[src/rtl/mem_port_arbiter_pkg.sv]
// rtl/mem_port_arbiter_pkg.sv - memory geometry constants and arbiter types
package mem_port_arbiter_pkg;

    localparam int MEM_ADDR_W       = 5;
    localparam int MEM_DATA_W       = 8;
    localparam int DEF_STARVE_LIMIT = 3;
    localparam int STARVE_CNT_W     = 4;

    typedef enum logic [1:0] {
        SHARED,
        LOCK_PEND,
        LOCKED
    } arb_state_t;

    typedef enum logic [1:0] {
        OWN_NONE,
        OWN_CPU,
        OWN_HOST
    } owner_t;

endpackage

[src/rtl/mem_port_arbiter_starve.sv]
// rtl/mem_port_arbiter_starve.sv - saturating count of contended cycles lost by the host
module arb_starve_counter
    import mem_port_arbiter_pkg::*;
#(
    parameter int LIMIT = DEF_STARVE_LIMIT,
    parameter int CNT_W = STARVE_CNT_W
) (
    input  logic clk,
    input  logic rst,
    input  logic inc,
    input  logic clr,
    output logic limit_hit
);

    logic [CNT_W-1:0] cnt;

    assign limit_hit = (cnt == CNT_W'(LIMIT));

    always_ff @(posedge clk or posedge rst) begin
        if (rst) begin
            cnt <= '0;
        end else if (clr) begin
            cnt <= '0;
        end else if (inc && !limit_hit) begin
            cnt <= cnt + 1'b1;
        end
    end

endmodule

[src/rtl/mem_port_arbiter.sv]
// rtl/mem_port_arbiter.sv - shares the single-port program/data memory between CPU and host
module mem_port_arbiter
    import mem_port_arbiter_pkg::*;
#(
    parameter int ADDR_W       = MEM_ADDR_W,
    parameter int DATA_W       = MEM_DATA_W,
    parameter int STARVE_LIMIT = DEF_STARVE_LIMIT
) (
    input  logic              clk,
    input  logic              rst,
    input  logic              cpu_req,
    input  logic              cpu_we,
    input  logic [ADDR_W-1:0] cpu_addr,
    input  logic [DATA_W-1:0] cpu_wdata,
    output logic              cpu_gnt,
    output logic              cpu_rvalid,
    output logic [DATA_W-1:0] cpu_rdata,
    output logic              cpu_stall,
    input  logic              host_req,
    input  logic              host_we,
    input  logic [ADDR_W-1:0] host_addr,
    input  logic [DATA_W-1:0] host_wdata,
    output logic              host_gnt,
    output logic              host_rvalid,
    output logic [DATA_W-1:0] host_rdata,
    input  logic              host_lock_req,
    output logic              host_lock_ack,
    output logic              mem_rd,
    output logic              mem_wr,
    output logic [ADDR_W-1:0] mem_addr,
    output logic [DATA_W-1:0] mem_wdata,
    input  logic [DATA_W-1:0] mem_rdata
);

    arb_state_t        state, state_nxt;
    owner_t            rd_tag;
    logic              lock_req_q;
    logic              lock_rise;
    logic              cpu_win, host_win;
    logic              starve_inc;
    logic              limit_hit;
    logic [DATA_W-1:0] cpu_rdata_q, host_rdata_q;

    assign lock_rise = host_lock_req & ~lock_req_q;

    always_comb begin
        state_nxt  = state;
        cpu_win    = 1'b0;
        host_win   = 1'b0;
        starve_inc = 1'b0;
        case (state)
            SHARED: begin
                if (cpu_req && host_req) begin
                    if (limit_hit) begin
                        host_win = 1'b1;
                    end else begin
                        cpu_win    = 1'b1;
                        starve_inc = 1'b1;
                    end
                end else begin
                    cpu_win  = cpu_req;
                    host_win = host_req;
                end
                if (lock_rise) state_nxt = LOCK_PEND;
            end
            // CPU is fenced off here; one cycle lets an in-flight CPU read return
            LOCK_PEND: begin
                host_win  = host_req;
                state_nxt = host_lock_req ? LOCKED : SHARED;
            end
            LOCKED: begin
                host_win = host_req;
                if (!host_lock_req) state_nxt = SHARED;
            end
            default: state_nxt = SHARED;
        endcase
    end

    // Grants are combinational, so gate them while reset is held to keep outputs quiet
    assign cpu_gnt   = cpu_win & ~rst;
    assign host_gnt  = host_win & ~rst;
    assign cpu_stall = ~rst & ((cpu_req & ~cpu_gnt) | (state != SHARED));

    assign mem_rd = (cpu_gnt & ~cpu_we) | (host_gnt & ~host_we);
    assign mem_wr = (cpu_gnt & cpu_we) | (host_gnt & host_we);

    always_comb begin
        mem_addr  = '0;
        mem_wdata = '0;
        if (cpu_gnt) begin
            mem_addr  = cpu_addr;
            mem_wdata = cpu_wdata;
        end else if (host_gnt) begin
            mem_addr  = host_addr;
            mem_wdata = host_wdata;
        end
    end

    arb_starve_counter #(
        .LIMIT (STARVE_LIMIT),
        .CNT_W (STARVE_CNT_W)
    ) u_starve (
        .clk       (clk),
        .rst       (rst),
        .inc       (starve_inc),
        .clr       (host_gnt),
        .limit_hit (limit_hit)
    );

    assign cpu_rvalid  = (rd_tag == OWN_CPU);
    assign host_rvalid = (rd_tag == OWN_HOST);
    assign cpu_rdata   = cpu_rvalid  ? mem_rdata : cpu_rdata_q;
    assign host_rdata  = host_rvalid ? mem_rdata : host_rdata_q;

    always_ff @(posedge clk or posedge rst) begin
        if (rst) begin
            state         <= SHARED;
            lock_req_q    <= 1'b0;
            rd_tag        <= OWN_NONE;
            host_lock_ack <= 1'b0;
            cpu_rdata_q   <= '0;
            host_rdata_q  <= '0;
        end else begin
            state         <= state_nxt;
            lock_req_q    <= host_lock_req;
            host_lock_ack <= (state_nxt == LOCKED);
            rd_tag        <= mem_rd ? (cpu_gnt ? OWN_CPU : OWN_HOST) : OWN_NONE;
            if (cpu_rvalid)  cpu_rdata_q  <= mem_rdata;
            if (host_rvalid) host_rdata_q <= mem_rdata;
        end
    end

endmodule
[config.mk]
export PLATFORM = sky130hd
export DESIGN_NAME = mem_port_arbiter
export DESIGN_NICKNAME = d
export VERILOG_FILES = /design/src/rtl/mem_port_arbiter_pkg.sv /design/src/rtl/mem_port_arbiter_starve.sv /design/src/rtl/mem_port_arbiter.sv
export SDC_FILE = /design/constraint.sdc
export NUM_CORES = 1
export LEC_CHECK = 0
export BUFFER_PORTS_ARGS = -buffer_cell sky130_fd_sc_hd__buf_2
export CORE_ASPECT_RATIO = 1.5
export CORE_MARGIN = 3
export CORE_UTILIZATION = 40
export DETAILED_ROUTE_END_ITERATION = 10
export PLACE_DENSITY = 0.75
export SYNTH_ARGS = -nofsm -noshare
export SYNTH_HDL_FRONTEND = slang
export SYNTH_SLANG_ARGS = --single-unit
[constraint.sdc]
create_clock -name clk -period 1.5 [get_ports clk]
set_input_delay 0 -clock clk [delete_from_list [all_inputs] [get_ports clk]]
set_output_delay 0 -clock clk [all_outputs]
set_load 0.02 [all_outputs]
======== Word-level counts from Yosys, hierarchy flattened ========
Index checks and enable logic that the tools add are counted.
word-level totals
  flip-flop bits (word level) ............. 26
  bits in latches ......................... 0
  memory bits (writable) .................. 0
  ROM bits ................................ 0
  output and inout bits ................... 37
  word-level logic and storage cells ...... 60
  memories kept ........................... 0
cells by class
  add/sub/neg operators ................... 1
  multiply operators ...................... 0
  divide/modulo/power cells ............... 0
  $lt $le $gt $ge ......................... 0
  equality and inequality tests ........... 6
  shifts and indexed selects .............. 0
  muxes and demuxes ....................... 22
  bitwise operators ....................... 17
  reductions and logical operators ........ 7
operators by type and width
  cell                                                 number
  2-to-1 mux 8 bit                                     4
  2-to-1 mux 2 bit                                     5
  2-to-1 mux 5 bit                                     2
  bitwise AND 1 bit                                    9
  2-to-1 mux 4 bit                                     2
  2-to-1 mux 1 bit                                     7
  equality test 2 bit, second input constant           3
  case mux 2 bit (3 select lines)                      1
  NOT 1 bit                                            5
  adder 4 x 1 -> 4 bit, second input constant          1
  equality test 2 x 1 -> 1 bit, second input constant  2
  equality test 4 x 2 -> 1 bit, second input constant  1
  nonzero test 2 bit                                   2
  OR 1 bit                                             3
  logical AND 1 bit                                    2
  logical NOT 2 bit                                    1
  case mux 1 bit (2 select lines)                      1
  OR reduction 2 bit                                   1
  logical NOT 1 bit                                    1

======== Depth between registers and ports, before layout ========
Gate-level depths: netlist of the first run.
  depth after elaboration ................. 9
  gate-level depth with buffers ........... 8
  mapped depth without buffers ............ 6

======== Cells and area by module ========
From an unflattened synthesis of the first run, not the netlist that was laid out.
second synthesis, totals
  cell total of the unflattened synthesis .. 127
  area total of the unflattened synthesis .. 1445.1 um^2
modules (own cells, without submodules)
  module              times used  cells an instance  area an instance (um^2)
  mem_port_arbiter    1           106                1219.9
  arb_starve_counter  1           21                 225.2

======== Worst setup path before layout of the first run ========
No wires, ideal clock.
  kind .................................... reg-to-output
  from .................................... register state[0]
  to ...................................... output mem_wr
  data arrival time ....................... 1.651 ns
  data required time ...................... 1.500 ns
  slack ................................... -0.151 ns
  cell stages (with the launch flop) ...... 7
  buffers on the path ..................... 0
  cell sequence ........................... dfrtp_1 -> inv_1 -> ha_1 -> nand3b_1 -> o221ai_2 -> inv_2 -> a22o_1
between the ends
  cells in the longest elaborated chain, start to end .. 6
  elaborated cells on any way between the ends .. 11
  classes of those cells .................. 2 x eq/ne; 2 x mux; 5 x bitwise; 2 x reduce/logical
RTL lines
  item                                                                        line                     source
  from (decl)                                                                 mem_port_arbiter.sv:35   arb_state_t state, state_nxt;
  from (signal assigned)                                                      mem_port_arbiter.sv:124  state <= state_nxt;
  equality test 2 bit / equality test 2 x 1 -> 1 bit (equally long branches)  mem_port_arbiter.sv:51   case (state)
  OR reduction 2 bit (no source line)                                         n/a
  case mux 1 bit (2 select lines) *                                           mem_port_arbiter.sv:51
  bitwise AND 1 bit *                                                         mem_port_arbiter.sv:81   assign host_gnt = host_win & ~rst;
  net host_gnt                                                                mem_port_arbiter.sv:23   output logic host_gnt,
  bitwise AND 1 bit *                                                         mem_port_arbiter.sv:85   assign mem_wr = (cpu_gnt & cpu_we) | (host_gnt & host_we);
  OR 1 bit *                                                                  mem_port_arbiter.sv:85
  to (decl)                                                                   mem_port_arbiter.sv:29   output logic mem_wr,
The timed path passes the listed nets; every way through them passes the cells marked *.

======== Final worst setup path of the first run ========
  from .................................... register u_starve.cnt[1]
  to ...................................... output mem_wdata[4]
between the ends
  cells in the longest elaborated chain, start to end .. 7
  elaborated cells on any way between the ends .. 11
  classes of those cells .................. 1 x eq/ne; 8 x mux; 2 x bitwise
RTL lines
  item                             line                           source
  from (decl)                      mem_port_arbiter_starve.sv:15  logic [CNT_W-1:0] cnt;
  from (signal assigned)           mem_port_arbiter_starve.sv:25  cnt <= cnt + 1'b1;
  equality test 4 x 2 -> 1 bit *   mem_port_arbiter_starve.sv:17  assign limit_hit = (cnt == CNT_W'(LIMIT));
  2-to-1 mux 1 bit                 mem_port_arbiter.sv:54         if (limit_hit) begin
  2-to-1 mux 1 bit                 mem_port_arbiter.sv:53         if (cpu_req && host_req) begin
  case mux 1 bit (2 select lines)  mem_port_arbiter.sv:51
  bitwise AND 1 bit                mem_port_arbiter.sv:81
  2-to-1 mux 8 bit                 mem_port_arbiter.sv:93         end else if (host_gnt) begin
  2-to-1 mux 8 bit *               mem_port_arbiter.sv:90         if (cpu_gnt) begin
  to (decl)                        mem_port_arbiter.sv:31         output logic [DATA_W-1:0] mem_wdata,
Mark *: on every way between the ends. The rest lies on a longest branch, timed or not.

==> results of run 1 <==
[worst reg2reg max path, stage by stage (launching register included)]
cell	delay, ns
dfrtp_1	0.41
inv_2	0.09
ha_4	0.20
nand3b_1	0.19
o221ai_4	0.19
buf_12	0.16
inv_4	0.04
buf_12	0.12
buf_8	0.12
a21oi_2	0.09
[logic make-up (layout without fill, tap and decap cells)]
logic type,after synthesis,in the layout
AOI/OAI and AO/OA,41,41
adders and majority gates,5,5
buffers and inverters,13,134
DFF,26,26
muxes,17,17
and+or+nand+nor,25,25
[routing by layer]
layer	part of all wire, %	up-vias	global-route usage, %
met5	0	-	0
met4	2.4	0	9.98
met3	7.5	10	4.66
met2	54	78	36.7
met1	36	747	20.7
li1	-	709	-
[worst paths after layout]
| path | start | end | slack (ns) |
|---|---|---|---|
| worst min register to register | host_rdata_q[3]$_DFF_PP0_ | host_rdata_q[3]$_DFF_PP0_ | 0.49 |
| max in group asynchronous | rst | cpu_rdata_q[6]$_DFF_PP0_ | 0.85 |
| worst max-delay path | u_starve.cnt[1]$_DFFE_PP0P_ | mem_wdata[4] | -0.39 |
| min in group asynchronous | rst | state[0]$_DFF_PP0_ | 0.41 |
| worst min-delay path | cpu_req | u_starve.cnt[2]$_DFFE_PP0P_ | 0.24 |
| worst max register to register | state[0]$_DFF_PP0_ | u_starve.cnt[1]$_DFFE_PP0P_ | -0.18 |
[cell usage in the layout (no fill, tap or decap), types with 4 or more instances in the layout]
cell / instances
a21oi_2: 4
o21ai_1: 5
dlygate4sd3_1: 12
buf_4: 23
clkbuf_8: 4
mux2_4: 8
o21ai_0: 12
dfrtp_1: 26
buf_2: 52
o2bb2ai_2: 8
mux2_2: 5
o2bb2ai_4: 4
buf_6: 31
[registers in the layout, indices dropped and copies added (netlist names)]
register and count:
rd_tag 2, host_rdata_q 8, cpu_rdata_q 8, u_starve.cnt 4
lock_req_q 1, state 2, host_lock_ack 1
[stage by stage]
| step | cells | TNS (ns) | setup WS (ns) |
|---|---|---|---|
| after CTS | 281 | -6.35 | -0.372 |
| after floorplan | 127 | -1.14 | -0.104 |
| after global routing | 290 | -8.58 | -0.471 |
| final | 290 | -6.63 | -0.389 |
| after global placement | 260 | -1.22 | -0.104 |
| after detailed placement | 260 | -1.75 | -0.147 |
[repair_timing]
action / in CTS / in global routing
gates cloned: 1 / 1
hold endpoints to repair: 44 / 0
endpoints found under the setup margin: 33 / 37
pin swaps: 8 / 7
resized for setup: 52 / 51
setup buffers: 4 / 10
hold buffers: 12 / 0
[final cells by class]
cell class / instances / area share, %
clock buffer: 4 / 1.99
inverter: 6 / 1.17
multi-input combinational: 88 / 35.2
sequential: 26 / 23.5
tap: 42 / 1.90
timing repair buffer: 123 / 35.8
timing repair inverter: 1 / 0.407
[power by group]
group / switching, mW / internal (mW) / total, mW
clock network: 0.207 / 0.234 / 0.442
registers: 0.0986 / 0.978 / 1.08
logic: 1.40 / 1.51 / 2.91
==> flow_summary_export.csv, run 1 <==
group,metric,value,unit
timing,setup_violations,24,
floorplan,dieWidth,55.7,um
status,status,"finished, violations left",
floorplan,start_util,42.6,%
yosys,synth-edff-count,0,
timing,fin_ws,-0.389,ns
floorplan,die_h,80.6,um
flow_run,maxCapViolations,0,
layout,n_fill_cell,203,
worst_hold_path,holdPathStages,4,
yosys,synth_common_cells,"26 x dfrtp_1, 16 x o21ai_0, 13 x mux2_2, 7 x o2bb2ai_2, 6 x o2bb2ai_1",
detailed_routing,drt_iter0_markers,44,
yosys,synth_adder_area_share,4.22,%
status,violations,"setup timing",
layout,fin_nets,295,
clocking,clk-insertion-delay-late,0.27,ns
place,placed_area,2100,um2
clocking,cts_tree,"yes",
power,finalPower,4.43,mW
critical_path,cp.arrival,1.89,ns
critical_path,cpLargestDelayFamily,"buffers and inverters",
yosys,ys.warnings.count,0,
critical_path,reg2regPathDepth,9,
yosys,ys_types,39,
timing,fin_crit_sh,126,%
yosys,syn_area,1480,um2
floorplan,dieArea,4490,um2
yosys,ys.flop_type,"dfrtp_1",
yosys,synth_xor_area_share,0,%
yosys,synth_area_per_cell,11.7,um2
yosys,ys_seq_area_share,43.9,%
yosys,ys_top_cells_by_area,"dfrtp_1 44%, mux2_2 9.9%, o2bb2ai_2 7.1%, o21ai_0 5.4%, ha_1 4.2%",
layout,regArea,651,um2
floorplan,coreArea,3480,um2
detailed_routing,vias,1544,
critical_path,setup.worst_path.class,"flip-flop to output port",
global_routing,grtUsageTotal,19.9,%
detailed_routing,wl,4.94,mm
critical_path,cp.required,1.50,ns
yosys,ys_ff_latch,26,
critical_path,cp.depth,7,
global_routing,grt_pass1_vias,1542,
yosys,synth_compound_area_share,21.6,%
critical_path,path_cells,"ha_2 > nor3b_4 > o221ai_4 > buf_12 > buf_12 > o2bb2ai_2 > buf_6",
place,place_congestion,0.757,
critical_path,crit_buf_inv,3,
global_routing,grt.overflow.total,0,
detailed_routing,antenna_left,0,
power,cellPowerDensity,1600,nW/um2
layout,diodes,0,
yosys,synth_nets,173,
clocking,cts_root_buf,"clkbuf_8",
power,power.leakage,1.30,nW
timing,slew-limit-headroom,75.1,%
layout,final_core_util,79.6,%
floorplan,num_rows,26,
global_routing,antenna_found_initial,0,
timing,rsz0062_at_grt,"yes",
timing,fin_crit,1.89,ns
global_routing,grt_max_degree,27,
critical_path,worst_setup_path_end_kind,"output port",
timing,worstMarginPinSlew,0.369,ns
yosys,yosysTopAreaCell,"dfrtp_1",
clocking,cts_sinks,26,
global_routing,grt_pass1_wl,6.95,mm
clocking,clockBufferDepth,2,
yosys,synthMuxAreaShare,12.8,%
timing,whs,0.239,ns
critical_path,startpoint_type,"flip-flop",
worst_hold_path,min_path_type,"input port to flip-flop",
layout,fin_area,2770,um2
timing,hold_violations,0,
layout,syn2layout_area_growth,86.8,%
timing,slew_viol_final,0,
timing,max_freq,0.529,GHz
yosys,synth-simple-area-share,12.1,%
timing,fin_skew,0.00124,ns
clocking,clk_transition_reported_paths,0.08,ns
layout,multiInputGateArea,976,um2
yosys,synth_top_area_share,43.9,%
place,port_buffers,77,
layout,drive_gt1_share,67.3,%
yosys,synth_top_family_by_area,"compound AO/OA/AOI/OAI gates",
critical_path,path_common_cell,"buf_12",
clocking,htreeDepth,1,
yosys,synth_async_sr_flop_share,100,%
detailed_routing,drt_pass1_iterations,4,
clocking,cts_buffers,3,
detailed_routing,drc,0,
yosys,yosysMostFrequentCell,"dfrtp_1",
place,dp_hpwl,2.99,mm
critical_path,max_stage_delay,0.37,ns
critical_path,slowest_stage,"dfrtp_1",
detailed_routing,vias_per_cell,5.32,
power,ir_drop,1010,uV
detailed_routing,post_drt_wl_per_cell,17.0,um
critical_path,critPathMaxFanout,7,
floorplan,ios,78,
yosys,synthCells,127,
(Power assumes the default switching activity.)
==> inputs of run 2 (changes only) <==
--- a/config.mk
+++ b/config.mk
@@ -10,7 +10,8 @@
 export CORE_MARGIN = 3
 export CORE_UTILIZATION = 40
 export DETAILED_ROUTE_END_ITERATION = 10
-export PLACE_DENSITY = 0.75
+export PLACE_DENSITY = 0.76
 export SYNTH_ARGS = -nofsm -noshare
 export SYNTH_HDL_FRONTEND = slang
+export SYNTH_HIERARCHICAL = 1
 export SYNTH_SLANG_ARGS = --single-unit
==> constraint.sdc (replaced) <==
create_clock -name clk -period 1.68 [get_ports clk]
set_input_delay 0 -clock clk [delete_from_list [all_inputs] [get_ports clk]]
set_output_delay 0 -clock clk [all_outputs]
set_load 0.02 [all_outputs]
==> flow_summary_export.csv, run 2 <==
group,metric,value,unit
power,ir_drop,1120,uV
clocking,clk_transition_reported_paths,0.08,ns
critical_path,critPathMaxFanout,8,
yosys,ys.warnings.count,6,
global_routing,grt_pass1_vias,1521,
detailed_routing,drt_iter0_markers,36,
global_routing,grt.overflow.total,0,
yosys,synth_area_per_cell,11.4,um2
power,power_frac_clock,9.2,%
timing,hold_violations,0,
yosys,synth_common_cells,"26 x dfrtp_1, 16 x mux2_2, 13 x o21ai_0, 13 x o2bb2ai_1, 6 x inv_1",
place,place_congestion,0.816,
detailed_routing,vias_per_cell,5.30,
clocking,cts_sinks,26,
floorplan,dieArea,4380,um2
layout,syn2layout_area_growth,67.1,%
critical_path,cp.required,1.68,ns
worst_hold_path,min_path_type,"input port to flip-flop",
yosys,ys_types,39,
clocking,clockBufferDepth,2,
yosys,syn_area,1450,um2
yosys,ys_seq_area_share,45.0,%
layout,final_core_util,70.0,%
yosys,synthMuxAreaShare,14.2,%
status,violations,"setup timing",
critical_path,reg2regPathDepth,8,
yosys,synth_xor_area_share,0.606,%
layout,final_cell_mix,"60 x buf_2, 26 x dfrtp_1, 25 x buf_4, 16 x mux2_2, 14 x buf_6",
yosys,yosysMostFrequentCell,"dfrtp_1",
timing,fin_skew,0.00347,ns
yosys,ys_ff_latch,26,
timing,fin_ws,-0.223,ns
yosys,synth-simple-area-share,13.3,%
floorplan,ios,78,
layout,fin_nets,280,
timing,worstMarginPinSlew,0.451,ns
worst_hold_path,min_from,"mem_rdata[3]",
timing,fin_crit_sh,113,%
timing,slew-limit-headroom,69.9,%
place,port_buffers,77,
clocking,cts_root_buf,"clkbuf_8",
power,finalPower,3.53,mW
critical_path,path_cells,"ha_2 > nor3b_4 > and2_4 > or2_4 > clkinv_4 > o2bb2ai_2 > buf_4",
power,swShare,40.7,%
global_routing,grt_max_degree,23,
timing,tns,-3.31,ns
clocking,cts_buffers,3,
critical_path,setup.worst_path.class,"flip-flop to output port",
place,placed_area,2010,um2
critical_path,max_stage_delay,0.37,ns
power,combPwrFrac,63.7,%
layout,top_regs,"cpu_rdata_q: 8 flops, host_rdata_q: 8 flops, u_starve/cnt: 4 flops",
critical_path,startpoint_type,"flip-flop",
layout,n_fill_cell,253,
clocking,cts_tree,"yes",
critical_path,timing.rr.start,"u_starve/cnt[0]$_DFFE_PP0P_",
yosys,synth_compound_area_share,17.7,%
layout,diodes,0,
floorplan,num_rows,26,
floorplan,dieWidth,55.1,um
power,seq_power_share,27.1,%
layout,fin_area,2410,um2
place,dp_hpwl,3.03,mm
detailed_routing,antenna_left,0,
place,dp_slack,0.0122,ns
critical_path,slowest_stage,"dfrtp_1",
detailed_routing,drt_pass1_iterations,4,
power,power.leakage,1.17,nW
yosys,synth_adder_area_share,4.33,%
detailed_routing,vias,1453,
global_routing,antenna_found_initial,0,
layout,layout_commonest_cell,"buf_2",
critical_path,reg2reg_slack,-0.12,ns
power,p_int,2.10,mW
critical_path,worst_setup_path_end_kind,"output port",
yosys,synth_top_family_by_area,"compound AO/OA/AOI/OAI gates",
global_routing,grt_pass1_wl,6.40,mm
timing,setup_violations,20,
yosys,synthCells,127,
timing,slew_viol_final,0,
yosys,ys_top_cells_by_area,"dfrtp_1 45%, mux2_2 12%, o2bb2ai_1 7.9%, o21ai_0 4.5%, ha_1 4.3%",
global_routing,grtUsageTotal,20.1,%
detailed_routing,wl,4.31,mm
detailed_routing,drc,0,
yosys,ys.flop_type,"dfrtp_1",
floorplan,die_h,79.6,um
worst_hold_path,holdPathStages,2,
clocking,htreeDepth,1,
floorplan,start_util,41.9,%
yosys,synth_nets,173,
yosys,yosysTopAreaCell,"dfrtp_1",
worst_hold_path,holdPathEnd,"cpu_rdata_q[3]$_DFF_PP0_",
clocking,clk-insertion-delay-late,0.26,ns
layout,drive_gt1_share,65.5,%
power,cellPowerDensity,1460,nW/um2
yosys,synth_top_area_share,45.0,%
timing,fin_crit,1.90,ns
flow_run,maxCapViolations,0,
floorplan,coreArea,3450,um2
timing,rsz0062_at_grt,"yes",
power,p_switching,1.44,mW
status,status,"finished, violations left",
yosys,synth-edff-count,0,
timing,max_freq,0.525,GHz
critical_path,rr_endpoint,"u_starve/cnt[0]$_DFFE_PP0P_",
detailed_routing,post_drt_wl_per_cell,15.7,um
critical_path,cp.arrival,1.90,ns
yosys,synth_async_sr_flop_share,100,%
==> run 2: cell types whose count changed after synthesis, sizes merged, moves of 2 or more <==
| cell | change |
|---|---|
| nand2b | +2 |
| a21oi | -3 |
| o21ai | -4 |
| or3 | -2 |
| nand2 | +2 |
| nand3 | -2 |
==> run 2: layer usage <==
layer | wire length [um] | global-route usage, % | vias up
met4 | 180 | 10.5 | 0
met3 | 388 | 3.36 | 18
met1 | 1460 | 17.6 | 664
li1 | - | - | 679
met5 | 0 | 0 | -
met2 | 2280 | 39.6 | 92
==> run 2: stage by stage <==
stage,hold slack (ns),std cells
2_1_floorplan,-0.234,127
3_3_place_gp,-0.0585,255
3_5_place_dp,-0.0537,255
4_1_cts,0.00126,269
5_1_grt,0.00139,274
6_report,0.00471,274
==> run 2: worst max path at each step <==
stage | from | end | slack [ns]
after floorplan | u_starve/cnt[0]$_DFFE_PP0P_ | u_starve/cnt[0]$_DFFE_PP0P_ | -0.04
after global placement | u_starve/cnt[1]$_DFFE_PP0P_ | u_starve/cnt[0]$_DFFE_PP0P_ | 0.04
after detailed placement | u_starve/cnt[0]$_DFFE_PP0P_ | u_starve/cnt[0]$_DFFE_PP0P_ | 0.01
after CTS | u_starve/cnt[0]$_DFFE_PP0P_ | mem_wr | -0.24
after global routing | u_starve/cnt[0]$_DFFE_PP0P_ | mem_wdata[4] | -0.33
final | u_starve/cnt[0]$_DFFE_PP0P_ | mem_wdata[4] | -0.22
==> run 2: timing repair <==
| item | in CTS | in global routing |
|---|---|---|
| resized for setup | 39 | 15 |
| hold buffers | 8 | 0 |
| cloned | 1 | 0 |
| hold endpoints to repair | 36 | 0 |
| setup buffers | 2 | 5 |
| pin swaps | 7 | 3 |
| endpoints found under the setup margin | 18 | 25 |
==> run 2: critical path, delay by kind of cell, from the launching register on <==
family                     cells  cell delay (ns)
adders and majority gates      1             0.20
DFF                            1             0.37
buffers and inverters          2             0.30
AOI/OAI and AO/OA              1             0.15
and+or+nand+nor                3             0.61
==> run 2: power groups by stage <==
| stage | sequential, mW | combinational, mW | clock (mW) |
|---|---|---|---|
| 6_report | 0.958 | 2.25 | 0.324 |
| 3_3_place_gp | 0.950 | 1.83 | 0 |
| 2_1_floorplan | 0.969 | 1.21 | 0 |
| 5_1_grt | 0.986 | 2.43 | 0.367 |
| 3_5_place_dp | 0.968 | 1.86 | 0 |
| 4_1_cts | 0.957 | 2.07 | 0.345 |
==> run 2: final cells by class <==
class | instances | area [um2] | area share, %
clock buffers | 3 | 41.3 | 1.71
repair buffers | 107 | 726 | 30.1
multi-input cells | 88 | 897 | 37.2
flip-flops and latches | 26 | 651 | 26.9
well taps | 42 | 52.6 | 2.18
inverters | 7 | 38.8 | 1.61
repair inverters | 1 | 8.76 | 0.363
==> run 2: logic make-up (layout without fill, tap and decap cells) <==
kind of cell    after synthesis  after routing
flops                        26             26
buf+inv                      13            118
simple gates                 28             28
xor+xnor                      1              1
compound gates               36             36
mux                          18             18
fa+ha+maj                     5              5
